$ cat src/rtl/pipelinePkg.sv
// ---------------------------------------------------------------
// pipelinePkg : shared state encoding for the two-entry stage register
// Rev 1.0
// ---------------------------------------------------------------
`default_nettype none

package pipelinePkg;

  localparam int OCC_W = 2;

  typedef enum logic [1:0] {
    EMPTY = 2'd0,
    ONE   = 2'd1,
    TWO   = 2'd2
  } stage_state_e;

  function automatic logic [OCC_W-1:0] occupancy_of(input stage_state_e s);
    case (s)
      EMPTY:   occupancy_of = 2'd0;
      ONE:     occupancy_of = 2'd1;
      TWO:     occupancy_of = 2'd2;
      default: occupancy_of = 2'd0;
    endcase
  endfunction

endpackage

`default_nettype wire

$ cat src/rtl/stageDataRegister.sv
// ---------------------------------------------------------------
// stageDataRegister : enable-loaded payload register, async active-low reset
// Rev 1.0
// ---------------------------------------------------------------
`default_nettype none

module stageDataRegister #(
  parameter int                    DATA_WIDTH = 65,
  parameter logic [DATA_WIDTH-1:0] RESET_DATA = '0
) (
  input  logic                  clock,
  input  logic                  reset,
  input  logic                  load_en,
  input  logic [DATA_WIDTH-1:0] d_in,
  output logic [DATA_WIDTH-1:0] q_out
);

  logic [DATA_WIDTH-1:0] data_q;
  logic [DATA_WIDTH-1:0] data_d;

  always_comb begin
    data_d = data_q;
    if (load_en) data_d = d_in;
  end

  always_ff @(posedge clock or negedge reset) begin
    if (!reset) data_q <= RESET_DATA;
    else        data_q <= data_d;
  end

  assign q_out = data_q;

endmodule

`default_nettype wire

$ cat src/rtl/pipeline_stage_register.sv
// ---------------------------------------------------------------
// pipeline_stage_register : valid/ready stage with a skid entry (full throughput)
// Rev 1.0
// ---------------------------------------------------------------
`default_nettype none

module pipeline_stage_register
  import pipelinePkg::*;
#(
  parameter int                    DATA_WIDTH = 65,
  parameter logic [DATA_WIDTH-1:0] RESET_DATA = '0
) (
  input  logic                  clock,
  input  logic                  reset,
  input  logic                  inValid,
  output logic                  inReady,
  input  logic [DATA_WIDTH-1:0] inData,
  output logic                  outValid,
  input  logic                  outReady,
  output logic [DATA_WIDTH-1:0] outData,
  input  logic                  flush,
  output logic [OCC_W-1:0]      occupancy
);

  stage_state_e          state_q;
  stage_state_e          state_d;
  logic                  main_load;
  logic                  skid_load;
  logic [DATA_WIDTH-1:0] main_in;
  logic [DATA_WIDTH-1:0] main_q;
  logic [DATA_WIDTH-1:0] skid_q;
  logic                  in_fire;
  logic                  out_fire;

  // Handshake outputs come from the state register only, so inReady never
  // depends combinationally on outReady.
  assign outValid  = (state_q != EMPTY);
  assign inReady   = (state_q != TWO);
  assign outData   = main_q;
  assign occupancy = occupancy_of(state_q);

  assign in_fire  = inValid & inReady;
  assign out_fire = outValid & outReady;

  // Main refills from skid when draining TWO, otherwise from upstream.
  assign main_in = (state_q == TWO) ? skid_q : inData;

  always_comb begin
    state_d   = state_q;
    main_load = 1'b0;
    skid_load = 1'b0;
    if (flush) begin
      state_d = EMPTY;
    end else begin
      case (state_q)
        EMPTY: begin
          if (in_fire) begin
            main_load = 1'b1;
            state_d   = ONE;
          end
        end
        ONE: begin
          if (in_fire && out_fire) begin
            main_load = 1'b1;
          end else if (in_fire) begin
            skid_load = 1'b1;
            state_d   = TWO;
          end else if (out_fire) begin
            state_d = EMPTY;
          end
        end
        TWO: begin
          if (out_fire) begin
            main_load = 1'b1;
            state_d   = ONE;
          end
        end
        default: state_d = EMPTY;
      endcase
    end
  end

  always_ff @(posedge clock or negedge reset) begin
    if (!reset) state_q <= EMPTY;
    else        state_q <= state_d;
  end

  stageDataRegister #(
    .DATA_WIDTH (DATA_WIDTH),
    .RESET_DATA (RESET_DATA)
  ) u_main (
    .clock   (clock),
    .reset   (reset),
    .load_en (main_load),
    .d_in    (main_in),
    .q_out   (main_q)
  );

  stageDataRegister #(
    .DATA_WIDTH (DATA_WIDTH),
    .RESET_DATA (RESET_DATA)
  ) u_skid (
    .clock   (clock),
    .reset   (reset),
    .load_en (skid_load),
    .d_in    (inData),
    .q_out   (skid_q)
  );

endmodule

`default_nettype wire

$ cat config.mk
export PLATFORM = sky130hd
export DESIGN_NAME = pipeline_stage_register
export DESIGN_NICKNAME = d
export VERILOG_FILES = /design/src/rtl/pipelinePkg.sv /design/src/rtl/stageDataRegister.sv /design/src/rtl/pipeline_stage_register.sv
export SDC_FILE = /design/constraint.sdc
export NUM_CORES = 1
export LEC_CHECK = 0
export BUFFER_PORTS_ARGS = -buffer_cell sky130_fd_sc_hd__buf_2
export CORE_ASPECT_RATIO = 0.6
export CORE_MARGIN = 2
export CORE_UTILIZATION = 58
export DETAILED_ROUTE_END_ITERATION = 12
export PLACE_DENSITY = 0.85
export SYNTH_ARGS = -nofsm -noshare
export SYNTH_HDL_FRONTEND = slang
export SYNTH_SLANG_ARGS = --single-unit
$ cat constraint.sdc
create_clock -name clock -period 5.3 [get_ports clock]
set_clock_uncertainty 0.1 [all_clocks]
set_input_delay 0.265 -clock clock [delete_from_list [all_inputs] [get_ports clock]]
set_output_delay 0.265 -clock clock [all_outputs]
set_load 0.05 [all_outputs]
==> results.sh <==
export IMPL_syn_inst=502
export IMPL_final_common_cell="nand2_1"
export IMPL_dr_wl_met2_microns=6467
export IMPL_drc=0
export IMPL_root_buffer="clkbuf_16"
export IMPL_drt_pre_antenna_iters=5
export IMPL_htreeDepth=4
export IMPL_die_x_microns=135.5
export IMPL_dp_hpwl_microns=8254
export IMPL_ys_ff_latch=132
export IMPL_drt_iter0_markers=217
export IMPL_min_period_ps=3202
export IMPL_yosys_warnings=0
export IMPL_cts_path_max_buffers=2
export IMPL_io_buffers=138
export IMPL_n_antenna_cell=0
export IMPL_postRouteAntennaNets=0
export IMPL_initial_utilization_pct=60.29
export IMPL_gr_usage_all_layers_pct=25.03
export IMPL_yosysTopAreaCell="dfrtp_1"
export IMPL_syn_nets=572
export IMPL_cts_tree="built"
export IMPL_grt_antenna_before_repair=1
export IMPL_dieArea_sq_um=11240
export IMPL_wire_per_inst_microns=16.55
export IMPL_fillers=660
export IMPL_grt_start_max_net_pins=71
export IMPL_cp_top_family="buffers and inverters"
export IMPL_worst_path_buf_inv=4
export IMPL_rows=28
export IMPL_synthDistinctLibCells=24
export IMPL_slew_violations=0
export IMPL_p_per_area_nw_per_um2=477.2
export IMPL_slowest_stage="inv_2"
export IMPL_worstSetupStartpointType="register"
export IMPL_status="finished clean"
export IMPL_crit_type="reg2out"
export IMPL_max_stage_delay_ps=690
export IMPL_crit_fanout=67
export IMPL_via_per_inst=5.234
export IMPL_finalCritPeriodShare_pct=60.42
export IMPL_seq_area_frac_synth_pct=54.87
export IMPL_syn2layout_area_growth_pct=27.46
export IMPL_cts_buffers=17
export IMPL_post_cts_buffers=0
export IMPL_final_cell_mix="nand2_1 (197), buf_2 (137), dfrtp_1 (132)"
export IMPL_cts_reportedPaths_clkPinSlew_ps=60
export IMPL_drive_above_1_share_pct=38.62
export IMPL_crit_arrival_ps=2840
export IMPL_placed_cell_area_sq_um=6679
export IMPL_rsz0062_at_grt="no"
export IMPL_wl_met3_microns=786
export IMPL_worst_slew_pin_slew_ps=1103
export IMPL_vias=4271
export IMPL_grt_pass1_wl_microns=21940
export IMPL_maxClockFrequency_mhz=312.3
export IMPL_tns_ps=0
export IMPL_leakagePower_nw=3.885
export IMPL_ios=139
export IMPL_finalSetupViolCount=0
export IMPL_cts_sinks=132
export IMPL_top_layer="met5"
export IMPL_synth_top_area_share_pct=54.87
export IMPL_finalWorstSetupSlack_ps=2098
export IMPL_post_place_ws_ps=2473
export IMPL_cp_cell_sequence="and2b_2 -> buf_4 -> inv_2 -> buf_4 -> buf_2"
export IMPL_die_y_microns=82.91
export IMPL_place_gp_congestion=0.7962
export IMPL_ys_top_cells_by_area="dfrtp_1 (55%), nand2_1 (12%), mux2_4 (10%)"
export IMPL_finish_instance_area_sq_um=7672
export IMPL_overflow=0
export IMPL_clk_latency_ps=410
export IMPL_cts_hold_buffers_added=29
export IMPL_coreArea_sq_um=9985
export IMPL_end_kind="output port"
export IMPL_avgSynthCellArea_sq_um=11.99
export IMPL_crit_required_ps=4930
export IMPL_path_common_cell="buf_4"
export IMPL_drv_cap=0
export IMPL_regArea_sq_um=3303
export IMPL_vdd_drop_max_mv=0.3486
export IMPL_slew_limit_headroom_pct=26.49
export IMPL_hold_path_class="in2reg"
export IMPL_wl_microns=13510
export IMPL_first_global_vias=4447
export IMPL_multi_input_area_sq_um=2472
export IMPL_nets=738
export IMPL_wirelength_met1_microns=6077
export IMPL_synth_area_sq_um=6020
export IMPL_finalHoldViolCount=0
export IMPL_postCtsResizedCells=0
state kept, by name, summed over array words and instances (netlist names):
| name | cells |
|---|---|
| state_q | 2 |
| u_main.q_out | 65 |
| u_skid.q_out | 65 |
area by class of cell:
cell class / count / share of cell area [%]
sequential: 132 / 43.05
multi-input combinational: 341 / 32.22
clock buffer: 19 / 5.773
clock inverter: 13 / 3.001
tap: 135 / 2.202
inverter: 1 / 0.04892
timing repair buffer: 175 / 13.70
layer usage:
metal	vias to the layer above	track usage [%]
li1	1972	-
met2	159	39.87
met5	-	0
met3	19	6.654
met1	2119	33.89
met4	2	7.765
cell usage after synthesis:
| master | number |
|---|---|
| inv_2 | 1 |
| mux2_4 | 41 |
| clkbuf_1 | 3 |
| a21oi_1 | 1 |
| nor3b_2 | 1 |
| nand2b_2 | 1 |
| buf_6 | 6 |
| mux2_2 | 41 |
| a21oi_2 | 1 |
| nor2b_1 | 2 |
| o22a_1 | 1 |
| buf_2 | 10 |
| nand3b_1 | 1 |
| nand2_1 | 197 |
| dfrtp_1 | 132 |
| mux2_1 | 48 |
| or2_2 | 2 |
| buf_1 | 1 |
| and2b_1 | 1 |
| buf_12 | 5 |
| nor2_1 | 1 |
| nor3_1 | 1 |
| o21a_1 | 1 |
| buf_4 | 3 |
report_power, final:
group	leakage, nW	internal, W	switching, W
sequential	1.59	0.00126	0.000144
combinational	1.98	0.000338	0.000591
clock	0.319	0.000894	0.000434
total	3.89	0.00249	0.00117
logic make-up after synthesis:
kind of cell | count (synthesis) | synth area share (%)
AND/OR/NAND/NOR | 207 | 13.45
flip-flops | 132 | 54.87
multiplexers | 130 | 26.88
buffers and inverters | 29 | 4.303
AO/OA/AOI/OAI | 4 | 0.4989
worst paths after layout:
check	startpoint	end	slack [ps]	depth (start not counted)
worst max-delay path	state_q[1]	inReady	2100	5
worst min-delay path	inData[12]	u_skid.q_out[12]	10	2
worst max register to register	state_q[0]	u_main.q_out[36]	2470	7
worst min register to register	u_main.q_out[34]	u_main.q_out[34]	380	1
max in group asynchronous	reset	u_skid.q_out[20]	3300	3
min in group asynchronous	reset	u_main.q_out[30]	410	2
metrics by stage:
step | hold slack (ps) | total power, W | utilization, % | cells
after floorplan | -130.6 | 0.002077 | - | 502
after global placement | 318.1 | 0.002276 | 66.89 | 752
after detailed placement | 332.6 | 0.002321 | 66.89 | 752
after CTS | 0.2215 | 0.003678 | 76.54 | 813
after global routing | 0.3051 | 0.003805 | 76.84 | 816
final | 12.20 | 0.003661 | 76.84 | 816
No activity file was read; power rests on OpenSTA's default activity.
